==> config.mk <==
export PLATFORM = sky130hd
export DESIGN_NAME = controlador_memoria_datos
export DESIGN_NICKNAME = d
export VERILOG_FILES = /design/src/rtl/mem_pkg.sv /design/src/rtl/controlador_memoria_datos_alineador.sv /design/src/rtl/controlador_memoria_datos.sv
export SDC_FILE = /design/constraint.sdc
export NUM_CORES = 1
export LEC_CHECK = 0
export ABC_AREA = 0
export ABC_CLOCK_PERIOD_IN_PS = 5450
export CORE_AREA = 5 5 117 119
export CTS_CLUSTER_DIAMETER = 60
export DETAILED_ROUTE_END_ITERATION = 6
export DIE_AREA = 0 0 122 124
export GPL_TIMING_DRIVEN = 0
export PLACE_DENSITY = 0.8
export SYNTH_ARGS = -nofsm -noshare
export SYNTH_HDL_FRONTEND = slang
export SYNTH_SLANG_ARGS = --single-unit
export TNS_END_PERCENT = 20
==> constraint.sdc <==
create_clock -name clk -period 5.45 [get_ports clk]
set_input_delay 1.635 -clock clk [delete_from_list [all_inputs] [get_ports clk]]
set_output_delay 1.635 -clock clk [all_outputs]
set_load 0.01 [all_outputs]
==> src/rtl/mem_pkg.sv <==
// mem_pkg: shared size codes, FSM states and data width for the data-memory controller.
package mem_pkg;
    localparam int DATA_W = 32;
    localparam logic [1:0] SZ_BYTE = 2'b00;
    localparam logic [1:0] SZ_HALF = 2'b01;
    localparam logic [1:0] SZ_WORD = 2'b10;
    typedef enum logic [1:0] {IDLE, RD, WR, RESP} state_t;
endpackage

==> src/rtl/controlador_memoria_datos_alineador.sv <==
// alineador_bytes: lane extraction with sign/zero extension for loads, lane merge for sub-word stores.
module alineador_bytes
    import mem_pkg::*;
(
    input  logic [DATA_W-1:0] word,
    input  logic [1:0]        lane,
    input  logic [1:0]        size,
    input  logic              sgn,
    input  logic [DATA_W-1:0] store_data,
    output logic [DATA_W-1:0] load_value,
    output logic [DATA_W-1:0] merged
);
    logic [4:0]        sh;
    logic [7:0]        b;
    logic [15:0]       h;
    logic [DATA_W-1:0] bmask;
    // size[1] set means word (10 and 11); halves only look at lane[1]
    always_comb begin
        sh         = {lane, 3'b000};
        b          = 8'(word >> sh);
        h          = lane[1] ? word[31:16] : word[15:0];
        bmask      = 32'h0000_00FF << sh;
        load_value = size[1] ? word
                   : size[0] ? {{16{sgn & h[15]}}, h}
                   : {{24{sgn & b[7]}}, b};
        merged     = size[1] ? store_data
                   : size[0] ? (lane[1] ? {store_data[15:0], word[15:0]} : {word[31:16], store_data[15:0]})
                   : (word & ~bmask) | (DATA_W'(store_data[7:0]) << sh);
    end
endmodule

==> src/rtl/controlador_memoria_datos.sv <==
// controlador_memoria_datos: MEM-stage load/store initiator with read-modify-write for sub-word stores.
// Optional MEM_MISALIGN_TRAP_EN rejects misaligned half/word accesses and adds the misaligned output.
module controlador_memoria_datos #(
    parameter int ADDR_W = 10,
    parameter int DATA_W = 32
) (
    input  logic              clk,
    input  logic              reset,
    input  logic              req_valid,
    output logic              req_ready,
    input  logic              req_store,
    input  logic [1:0]        req_size,
    input  logic              req_signed,
    input  logic [ADDR_W+1:0] req_addr,
    input  logic [DATA_W-1:0] req_wdata,
    output logic              busy,
    output logic              done,
    output logic [DATA_W-1:0] load_data,
    output logic              mem_read,
    output logic              mem_write,
    output logic [ADDR_W-1:0] mem_addr,
    output logic [DATA_W-1:0] mem_wdata,
    input  logic [DATA_W-1:0] mem_rdata
`ifdef MEM_MISALIGN_TRAP_EN
    ,
    output logic              misaligned
`endif
);
    import mem_pkg::*;

    state_t            state, state_n;
    logic [ADDR_W+1:0] addr_q;
    logic [1:0]        size_q;
    logic              sgn_q, store_q;
    logic [DATA_W-1:0] wdata_q, load_value, merged;
    logic              accept, bad, word_store;

`ifdef MEM_MISALIGN_TRAP_EN
    logic mis_q;
    assign bad        = (req_size == SZ_HALF && req_addr[0]) || (req_size[1] && req_addr[1:0] != 2'b00);
    assign misaligned = (state == RESP) & mis_q;
`else
    assign bad = 1'b0;
`endif

    assign accept     = (state == IDLE) & req_valid;
    assign word_store = req_store & req_size[1];
    assign req_ready  = state == IDLE;
    assign busy       = state != IDLE;
    assign done       = state == RESP;
    assign mem_read   = state == RD;
    assign mem_write  = state == WR;
    assign mem_addr   = addr_q[ADDR_W+1:2];

    always_comb begin
        state_n = state;
        case (state)
            IDLE:    state_n = !req_valid ? IDLE : bad ? RESP : word_store ? WR : RD;
            RD:      state_n = store_q ? WR : RESP;
            WR:      state_n = RESP;
            default: state_n = IDLE;
        endcase
    end

    always_ff @(posedge clk or posedge reset) begin
        if (reset) state <= IDLE;
        else       state <= state_n;
    end

    always_ff @(posedge clk or posedge reset) begin
        if (reset) begin
            addr_q    <= '0;
            size_q    <= SZ_BYTE;
            sgn_q     <= 1'b0;
            store_q   <= 1'b0;
            wdata_q   <= '0;
            mem_wdata <= '0;
            load_data <= '0;
`ifdef MEM_MISALIGN_TRAP_EN
            mis_q     <= 1'b0;
`endif
        end else begin
            if (accept) begin
                addr_q  <= req_addr;
                size_q  <= req_size;
                sgn_q   <= req_signed;
                store_q <= req_store;
                wdata_q <= req_wdata;
                if (word_store && !bad) mem_wdata <= req_wdata;
`ifdef MEM_MISALIGN_TRAP_EN
                mis_q   <= bad;
`endif
            end
            // the word read in RD feeds either the load result or the RMW merge
            if (state == RD) begin
                if (store_q) mem_wdata <= merged;
                else         load_data <= load_value;
            end
        end
    end

    alineador_bytes u_alineador (
        .word       (mem_rdata),
        .lane       (addr_q[1:0]),
        .size       (size_q),
        .sgn        (sgn_q),
        .store_data (wdata_q),
        .load_value (load_value),
        .merged     (merged)
    );
endmodule

* Word-level counts from Yosys, hierarchy flattened
Cells that the tools add are included.
** Storage, ports and cells
- Flip-flop bits (word level) :: 114
- Output and inout bits :: 79
** Cells by class
- Equality and inequality tests :: 3
- Shift-type cells :: 3
- Mux-type cells :: 14
- Bitwise logic cells :: 8
- Reduce and logical (&&, ||, !) cells :: 3
** Operators with widths (count)
- $mux W32 :: 9
- $and A32 B32 Y32 :: 1
- $not A32 Y32 :: 1
- $or A32 B32 Y32 :: 1
- $shl A8 B5 Y32 :: 1
- $shl A8 B5 Y32 const A :: 1
- $shr A32 B5 Y8 :: 1
- $mux W16 :: 1
- $pmux W2 S3 :: 1
- $and A1 B1 Y1 :: 4
- $eq A2 B2 Y1 const B :: 2
- $mux W2 :: 2
- $eq A2 B1 Y1 const B :: 1
- $logic_not A2 Y1 :: 1
- $reduce_and A2 Y1 :: 1
- $reduce_bool A2 Y1 :: 1
- $mux W1 :: 1
- $not A1 Y1 :: 1

* Logic depth before layout (Yosys ltp)
Gate-level depths: netlist (run 1).
- Depth in word-level cells :: 8
- Depth in mapped cells :: 7
- Mapped depth without buffers :: 6

* Hierarchy
A second synthesis (run 1) with hierarchy kept.
** Second synthesis, totals
- Cells, all modules :: 577
- Area, all modules :: 6167.2 um^2
** Modules (own cells, without submodules)
- controlador_memoria_datos :: times used 1, cells each 337, area an instance 4679.5 um^2, seq. area each 2852.7 um^2
- alineador_bytes :: times used 1, cells each 240, area an instance 1487.7 um^2, seq. area each 0.0 um^2

* Least setup slack after synthesis (run 1)
Ideal clock, no wire load.
- Kind :: input-to-reg
- Start :: input port req_size[1]
- End :: register mem_wdata[19]
- Data arrival time :: 2.568 ns
- Setup slack :: 2.744 ns
- Cell stages on the path :: 5
- Cell sequence :: nand4_1 -> buf_2 -> buf_2 -> mux2i_1 -> o22ai_1
** On the way
- Longest elaborated chain between the ends :: 5
** RTL lines
- from (decl) :: line controlador_memoria_datos.sv:12 : input logic [1:0] req_size,
- $and A1 B1 Y1 (*) :: line controlador_memoria_datos.sv:47 : assign word_store = req_store & req_size[1];
- $mux W32 (*) :: line controlador_memoria_datos.sv:89 : if (word_store && !bad) mem_wdata <= req_wdata;
- $mux W32 (*) :: line controlador_memoria_datos.sv:83 : if (accept) begin
- $mux W32 :: line controlador_memoria_datos.sv:96 : if (store_q) mem_wdata <= merged;
- $mux W32 (*) :: line controlador_memoria_datos.sv:95 : if (state == RD) begin
- to (signal assigned) :: line controlador_memoria_datos.sv:89
- to (signal assigned) :: line controlador_memoria_datos.sv:96
- to (decl) :: line controlador_memoria_datos.sv:22 : output logic [DATA_W-1:0] mem_wdata,
Mark *: on every way between the ends. The rest lies on a longest branch, timed or not.
A chain may end at the register's enable or synchronous reset.

* Final worst setup path (run 1)
- Start :: register state[0]
- End :: output port busy
** On the way
- Longest elaborated chain between the ends :: 1
** RTL lines
- from (decl) :: line controlador_memoria_datos.sv:31 : state_t state, state_n;
- from (signal assigned) :: line controlador_memoria_datos.sv:67 : else state <= state_n;
- $reduce_bool A2 Y1 :: line controlador_memoria_datos.sv:49 : assign busy = state != IDLE;
- to (decl) :: line controlador_memoria_datos.sv:16 : output logic busy,
No other way between the ends.

==> results.cfg, run 1 <==
[cells_and_area]
antenna_cells = 0
n_fill_cell = 999
nets = 847
most-common-layout-cells = clkdlybuf4s50_1, dfrtp_1, mux2_2
layout.cells.most_common = clkdlybuf4s50_1
area_growth_pct = 39.4
drive_gt1_frac = 0.182

[worst_setup_path]
worstSetupPathType = register to output port
slowest_delay_ps = 530
cp_cell_sequence = inv_1, ha_1, inv_1, clkdlybuf4s50_1
crit_slowest_cell = clkdlybuf4s50_1
critPathRequiredTime_ps = 3820
worst_setup_path_start_kind = register
crit_top_cell = inv_1
crit_path_end_kind = output port
arrival_ps = 1770
critPathMaxFanout = 5
cp.buffers_inverters = 3
cp_top_family = buffers and inverters

[floorplan]
initial_core_util = 0.484
die_h_um = 124
rows = 41
die_area_mm2 = 0.0151
coreArea_mm2 = 0.0125
num_io_pins = 162
die_w_um = 122

[pwr]
clkPwrFrac = 0.187
comb_power_share = 0.501
ir_drop_uv = 315
power.internal_mw = 3.23
power-per-cell-area_mw_per_mm2 = 627
pwr-share-seq = 0.311
p_leak_nw = 3.58
p_switching_mw = 2.04
swShare = 0.387
finalPower_mw = 5.27

[synth]
synth_cells = 579
syn_area_per_cell_um2 = 10.4
synth-seq-cells = 114
async_reset_ff_frac = 1.00
ys_warn_count = 0
synth_edf_count = 0
synthFlopType = dfrtp_1
yosys.cell_types.count = 42
synth_area_leaders = dfrtp_1, mux2_2, nand2_1
synth_area_leader_cell = dfrtp_1
ys_seq_area_frac = 0.473
synth_nets = 666
syn_area_mm2 = 0.00603
synth_top_cell_area_share = 0.473

[cts]
clk_path_buf_depth = 2
cts_hold_buf = 0
cts_buffers = 17
cts_resized = 0
cts_tree = yes
htreeDepth = 4
clkSinkCount = 114
root_buffer = clkbuf_16
clkTransAtPathRegs_ps = 50
post_cts_buffers = 0
clk_latency_ps = 420

[route]
drtIter0Drc = 445
vias = 5650
drc = 0
vias_per_cell = 5.98
ant_nets = 0
dr.pass1.iters = 5
wl_per_cell_um = 22.1
wl_um = 20900

[timing]
rsz0062_at_grt = false
post-route-period-util = 0.625
worst_slack_ps = 2040
worst_slew_pin_slew_ps = 906
setup_violations = 0
min_period_ps = 3410
fin_skew_ps = 5.75
hold_viol = 0
max_freq_ghz = 0.294
slew_headroom = 0.396
slew_violations = 0

[grt]
grtUsageTotal = 0.283
grt_max_degree = 70
grt_pass1_vias = 5735
grt_overflow = 0
antenna_found_initial = 0
grt_pass1_wl_um = 32000

[place]
hpwl_um = 15400
port_buffers = 161
place_congestion = 0.953
dpl_worst_slack_ps = 1780

[run]
max-cap-violations = 0

[run_status]
outcome = complete, no violations

[hold_path]
hold_class = register to register
## tightest hold or removal path: cells and delay by family, from the launching register on
kind               cells  cell delay, ps
and+or+nand+nor        1              50
DFF                    1             350
AOI/OAI and AO/OA      1              60
## worst paths after layout
check	from	endpoint	cells after the start	slack (ps)
max in group asynchronous	reset	load_data[20]	3	2970
min in group asynchronous	reset	addr_q[5]	2	1760
hold reg to reg	load_data[7]	load_data[7]	2	490
setup reg to reg	state[1]	mem_wdata[22]	7	3140
setup / recovery	state[0]	busy	4	2040
hold / removal	load_data[7]	load_data[7]	2	490
## metrics by stage
stage	area (um^2)	hold WS [ps]	cells	utilization	setup TNS [ps]
after floorplan	6030	474	579	-	0
final	8410	495	945	0.674	0
after detailed placement	7890	481	913	0.633	0
after CTS	8410	492	945	0.674	0
after global placement	7860	471	912	0.630	-90270
after global routing	8410	506	945	0.674	0
## logic make-up (layout without fill, tap and decap cells)
family                   Yosys count  count (layout)  synth area share
AND/OR/NAND/NOR                  140             140             0.108
buffers and inverters             60             254            0.0531
multiplexers                      95              95             0.175
AO/OA/AOI/OAI                    166             166             0.182
flip-flops                       114             114             0.473
adder cells (fa/ha/maj)            4               4           0.00830
## power by group through the flow
stage / Sequential (mW) / Clock, mW / Combinational [mW]
after global routing: 1.68 / 1.04 / 2.86
after floorplan: 1.62 / 0 / 1.46
final: 1.64 / 0.988 / 2.64
after detailed placement: 1.63 / 0 / 2.62
after CTS: 1.62 / 0.993 / 2.64
after global placement: 1.61 / 0 / 2.56
## cell type report
class / instances / area [um^2] / area share
sequential: 114 / 2850 / 0.339
tap: 172 / 215 / 0.0256
clock buffer: 27 / 493 / 0.0586
buffer: 53 / 294 / 0.0350
multi-input combinational: 405 / 2860 / 0.340
inverter: 7 / 28.8 / 0.00342
timing repair buffer: 162 / 1640 / 0.195
clock inverter: 5 / 27.5 / 0.00327
## state kept, by name, indices dropped and copies added, names as in the netlist
signal / flops
load_data: 32
mem_wdata: 32
wdata_q: 32
addr_q: 12
size_q: 2
state: 2
sgn_q: 1
store_q: 1
## cell usage after synthesis, types with 2 or more instances
cell type and number:
o22ai_1 18, nor2_1 24, a22o_1 5, a21oi_1 42
a32oi_1 6, a221oi_1 15, o21ai_0 31, a22oi_1 8
nor4bb_1 7, mux2_2 73, inv_1 7, nor2b_1 6
buf_4 13, nand2_1 65, clkbuf_1 17, buf_6 3
and3_1 7, a211o_1 7, a2111oi_0 15, and2_1 2
o21ai_1 4, nand3_1 7, nor3_1 16, mux2i_1 21
dfrtp_1 114, nand2b_1 3, buf_2 19, a31oi_1 7
ha_1 4
## per-layer routing
metal	GRT usage	wire length [um]	vias to the layer above
met5	0	0	-
met1	0.365	8530	2786
met4	0.127	767	0
met2	0.454	9850	301
met3	0.0672	1770	62
li1	-	-	2501
No activity file was read; power rests on OpenSTA's default activity.
==> run 2, diff against run 1 <==
--- a/config.mk
+++ b/config.mk
@@ -6,13 +6,13 @@
 export NUM_CORES = 1
 export LEC_CHECK = 0
 export ABC_AREA = 0
-export ABC_CLOCK_PERIOD_IN_PS = 5450
-export CORE_AREA = 5 5 117 119
+export ABC_CLOCK_PERIOD_IN_PS = 3000
+export CORE_AREA = 5 5 124 126
 export CTS_CLUSTER_DIAMETER = 60
 export DETAILED_ROUTE_END_ITERATION = 6
-export DIE_AREA = 0 0 122 124
+export DIE_AREA = 0 0 129 131
 export GPL_TIMING_DRIVEN = 0
-export PLACE_DENSITY = 0.8
+export PLACE_DENSITY = 0.75
 export SYNTH_ARGS = -nofsm -noshare
 export SYNTH_HDL_FRONTEND = slang
 export SYNTH_SLANG_ARGS = --single-unit
==> constraint.sdc (replaced) <==
create_clock -name clk -period 3 [get_ports clk]
set_input_delay 0.9 -clock clk [delete_from_list [all_inputs] [get_ports clk]]
set_output_delay 0.9 -clock clk [all_outputs]
set_load 0.01 [all_outputs]
==> run 2 against run 1 <==
Against the previous run: register-to-register slack lost 2400 ps; combinational power grew 81%; via count shrank 1.1%; first-iteration DRC count grew 11%; non-clock buffer count grew 1; routed wire length grew 1.2%; worst setup slack lost 1700 ps; sequential share of layout area shrank 0.56 points; critical path type unchanged; highest routed layer unchanged.
==> results.cfg, run 2 (synthesis results as in run 1) <==
[cts]
clkSinkCount = 114
cts_hold_buf = 0
cts_buffers = 17
cts_tree = yes
clk_latency_ps = 420
root_buffer = clkbuf_16
htreeDepth = 4
clkTransAtPathRegs_ps = 50
cts_resized = 0
post_cts_buffers = 0
clk_path_buf_depth = 2

[timing]
setup_violations = 0
slew_headroom = 0.426
hold_viol = 0
final.setup.tns_ps = 0
max_freq_ghz = 0.372
fin_skew_ps = 7.68
slew_violations = 0
post-route-period-util = 0.896
rsz0062_at_grt = false
min_period_ps = 2690
worst_slew_pin_slew_ps = 859

[cells_and_area]
drive_gt1_frac = 0.191
nets = 848
area_growth_pct = 41.8
final_util = 0.602
reg.largest.list = load_data (32), mem_wdata (32), wdata_q (32)
antenna_cells = 0
most-common-layout-cells = clkdlybuf4s50_1, dfrtp_1, mux2_2
n_fill_cell = 1179
layout.cells.most_common = clkdlybuf4s50_1

[floorplan]
rows = 44
initial_core_util = 0.424
die_area_mm2 = 0.0169
coreArea_mm2 = 0.0142
die_h_um = 131
die_w_um = 129
num_io_pins = 162

[route]
ant_nets = 0
wl_um = 21200
wl_per_cell_um = 22.1
drtIter0Drc = 493
vias = 5587
dr.pass1.iters = 5
drc = 0
vias_per_cell = 5.84

[worst_setup_path]
crit_slowest_cell = clkdlybuf4s50_1
critPathRequiredTime_ps = 2100
worstSetupPathType = register to output port
crit_top_cell = inv_1
worst_setup_path_start_kind = register
cp_cell_sequence = inv_1, ha_1, inv_1, clkdlybuf4s50_1
arrival_ps = 1790
crit_path_end_kind = output port
slowest_delay_ps = 530
critPathMaxFanout = 5

[run]
max-cap-violations = 0

[place]
place_congestion = 0.941
port_buffers = 161
hpwl_um = 15500

[pwr]
p_leak_nw = 3.63
ir_drop_uv = 589
power-per-cell-area_mw_per_mm2 = 1160

[grt]
antenna_found_initial = 0
grt_pass1_vias = 5747
grt_max_degree = 44
grt_overflow = 0
grt_pass1_wl_um = 32600
grtUsageTotal = 0.257

[hold_path]
hold_class = register to register

[run_status]
outcome = complete, no violations
-- run 2: cell types whose count changed in the layout (fill, tap and decap cells not counted), sizes merged --
cell and change:
buf +1, clkbuf -4, clkinvlp +2, inv -1, bufinv +3, clkinv -1
-- run 2: worst paths after layout --
path / from / to / slack (ps) / depth (start not counted)
max reg2reg: state[1] / mem_wdata[30] / 720 / 7
max: state[0] / busy / 310 / 4
max in group asynchronous: reset / mem_wdata[18] / 1300 / 3
min: wdata_q[22] / wdata_q[22] / 500 / 1
min reg2reg: wdata_q[22] / wdata_q[22] / 500 / 1
min in group asynchronous: reset / addr_q[6] / 1000 / 2
-- run 2: worst max-delay path, delay by kind of cell, from the launching register on --
kind,cells,cell delay [ps]
buffers and inverters,3,700
DFF,1,390
adders and majority gates,1,270
-- run 2: stage by stage --
step                      cell area, um^2  std cells  power [mW]  hold slack (ps)  setup WS (ps)
after floorplan                      6030        579        5.60              474            715
after global placement               7870        924        7.57              482           -341
after detailed placement             7910        926        7.72              490           58.7
after CTS                            8550        957        9.91              502            305
after global routing                 8550        957        10.5              524            239
final                                8550        957        9.92              497            313
-- run 2: cell type report --
cell class                 instances  area (um^2)  share of cell area
multi-input combinational        405         2860               0.334
sequential                       114         2850               0.334
buffer                            53          294              0.0344
inverter                           7         30.0             0.00351
tap                              184          230              0.0269
clock inverter                     8          124              0.0145
timing repair buffer             163         1650               0.193
clock buffer                      23          508              0.0594
-- run 2: power by group --
group	leakage (nW)	internal (mW)	switching, mW
logic	1.97	2.43	2.37
clock network	0.307	1.43	0.719
registers	1.36	2.34	0.645
total	3.63	6.19	3.73
-- run 2: metal layers --
layer	vias up	share of wire	global-route usage
met2	276	0.47	0.410
met4	0	0.031	0.101
li1	2521	-	-
met1	2736	0.42	0.342
met3	54	0.075	0.0569
met5	-	0	0
==> run 3, diff against run 2 <==
--- a/config.mk
+++ b/config.mk
@@ -7,12 +7,13 @@
 export LEC_CHECK = 0
 export ABC_AREA = 0
 export ABC_CLOCK_PERIOD_IN_PS = 3000
-export CORE_AREA = 5 5 124 126
+export CORE_AREA = 5 5 121 123
+export CTS_BUF_LIST = sky130_fd_sc_hd__clkbuf_4
 export CTS_CLUSTER_DIAMETER = 60
 export DETAILED_ROUTE_END_ITERATION = 6
-export DIE_AREA = 0 0 129 131
+export DIE_AREA = 0 0 126 128
 export GPL_TIMING_DRIVEN = 0
-export PLACE_DENSITY = 0.75
+export PLACE_DENSITY = 0.78
 export SYNTH_ARGS = -nofsm -noshare
 export SYNTH_HDL_FRONTEND = slang
 export SYNTH_SLANG_ARGS = --single-unit
==> run 3 against run 2 <==
Against the previous run: clock power is 39% lower; fmax is 3.7% lower; combinational power hardly changed; non-clock buffer count is 1 higher; sequential cell count stayed put; cell area is 3.6% lower; power is 8.6% lower; critical path depth is 1 lower; sequential share of layout area is 1.2 points higher; count of clock-buffer cells in the layout is 3 lower; routed wire length is 2.1% lower; die area is 4.6% lower; largest cell class unchanged.
==> results.cfg, run 3 (synthesis results as in run 1) <==
[run_status]
outcome = complete, no violations

[pwr]
p_leak_nw = 3.50
finalPower_mw = 9.07
power-per-cell-area_mw_per_mm2 = 1100
ir_drop_uv = 494

[grt]
grt_overflow = 0
grtUsageTotal = 0.255
grt_pass1_vias = 5760
antenna_found_initial = 0
grt_max_degree = 44
grt_pass1_wl_um = 31700

[cts]
root_buffer = clkbuf_4
cts_hold_buf = 0
clk_latency_ps = 540
clkTransAtPathRegs_ps = 90
cts_resized = 0
clk_path_buf_depth = 2
cts_buffers = 17
cts_tree = yes
htreeDepth = 4
post_cts_buffers = 0
clkSinkCount = 114

[route]
drtIter0Drc = 349
wl_per_cell_um = 21.8
wl_um = 20700
vias = 5624
vias_per_cell = 5.91
ant_nets = 0
dr.pass1.iters = 5
drc = 0

[worst_setup_path]
critPathMaxFanout = 5
worst_setup_path_start_kind = register
critPathRequiredTime_ps = 2100
worstSetupPathType = register to output port
arrival_ps = 1890
crit_path_end_kind = output port
r2r_cells = 7

[floorplan]
coreArea_mm2 = 0.0136
die_w_um = 126
initial_core_util = 0.445
die_area_mm2 = 0.0161
die_h_um = 128
num_io_pins = 162
rows = 43

[timing]
slew_headroom = 0.508
fin_skew_ps = 15.7
worst_slew_pin_slew_ps = 739
setup_violations = 0
slew_violations = 0
hold_viol = 0
post-route-period-util = 0.930
worst_slack_ps = 211
rsz0062_at_grt = false
min_period_ps = 2790
max_freq_ghz = 0.359

[place]
port_buffers = 161
place_congestion = 0.963
dpl_worst_slack_ps = 40.4
dpl_cell_area_mm2 = 0.00793
hpwl_um = 15500

[cells_and_area]
design_area_mm2 = 0.00824
area_growth_pct = 36.7
layout.cells.most_common = clkdlybuf4s50_1
final_util = 0.608
antenna_cells = 0
drive_gt1_frac = 0.187
reg.largest.list = load_data (32), mem_wdata (32), wdata_q (32)
most-common-layout-cells = clkdlybuf4s50_1, dfrtp_1, mux2_2
nets = 849

[run]
max-cap-violations = 0

[hold_path]
hold_class = register to register
hold_depth = 1
-- run 3: cell types whose count changed in the layout (fill, tap and decap cells not counted) --
cell	change
clkinv_1	+2
clkbuf_4	+20
clkinv_2	-1
clkbuf_16	-17
clkinv_4	-1
clkbuf_8	-6
bufinv_16	+2
clkinvlp_4	-2
buf_12	+1
-- run 3: per-layer routing --
metal	vias up	wire, um	GRT usage
li1	2518	-	-
met1	2789	8640	0.323
met2	270	9760	0.415
met3	47	1670	0.0654
met4	0	675	0.110
met5	-	0	0
-- run 3: worst paths after layout --
| kind | startpoint | to | slack [ps] |
|---|---|---|---|
| max reg2reg | state[1] | mem_wdata[23] | 710 |
| min reg2reg | wdata_q[19] | wdata_q[19] | 510 |
| max in group asynchronous | reset | wdata_q[5] | 1690 |
| min in group asynchronous | reset | mem_wdata[12] | 610 |
| max | state[0] | req_ready | 210 |
| min | wdata_q[19] | wdata_q[19] | 510 |
-- run 3: where the power goes --
| group | switching (mW) | internal [mW] | total, mW | leakage (nW) |
|---|---|---|---|---|
| Clock | 0.570 | 0.748 | 1.32 | 0.170 |
| Sequential | 0.627 | 2.33 | 2.95 | 1.36 |
| Combinational | 2.36 | 2.43 | 4.79 | 1.98 |
| Total | 3.56 | 5.50 | 9.07 | 3.50 |
-- run 3: critical path: stages, from the launching register on --
cell and delay, ps:
dfrtp_1 420, inv_1 100, ha_1 250, clkdlybuf4s50_1 580
-- run 3: per-stage QoR --
step | cells | TNS [ps] | hold slack, ps
after floorplan | 579 | 0 | 474
after global placement | 920 | -36500 | 482
after detailed placement | 923 | 0 | 489
after CTS | 951 | 0 | 511
after global routing | 951 | 0 | 528
final | 951 | 0 | 510
-- run 3: cell type report --
type                       count  area, um^2
clock buffer                  20         150
tap                          180         225
timing repair buffer         164        1670
fill                        1145        5320
multi-input combinational    405        2860
sequential                   114        2850
clock inverter                 8         163
inverter                       7        30.0
buffer                        53         294
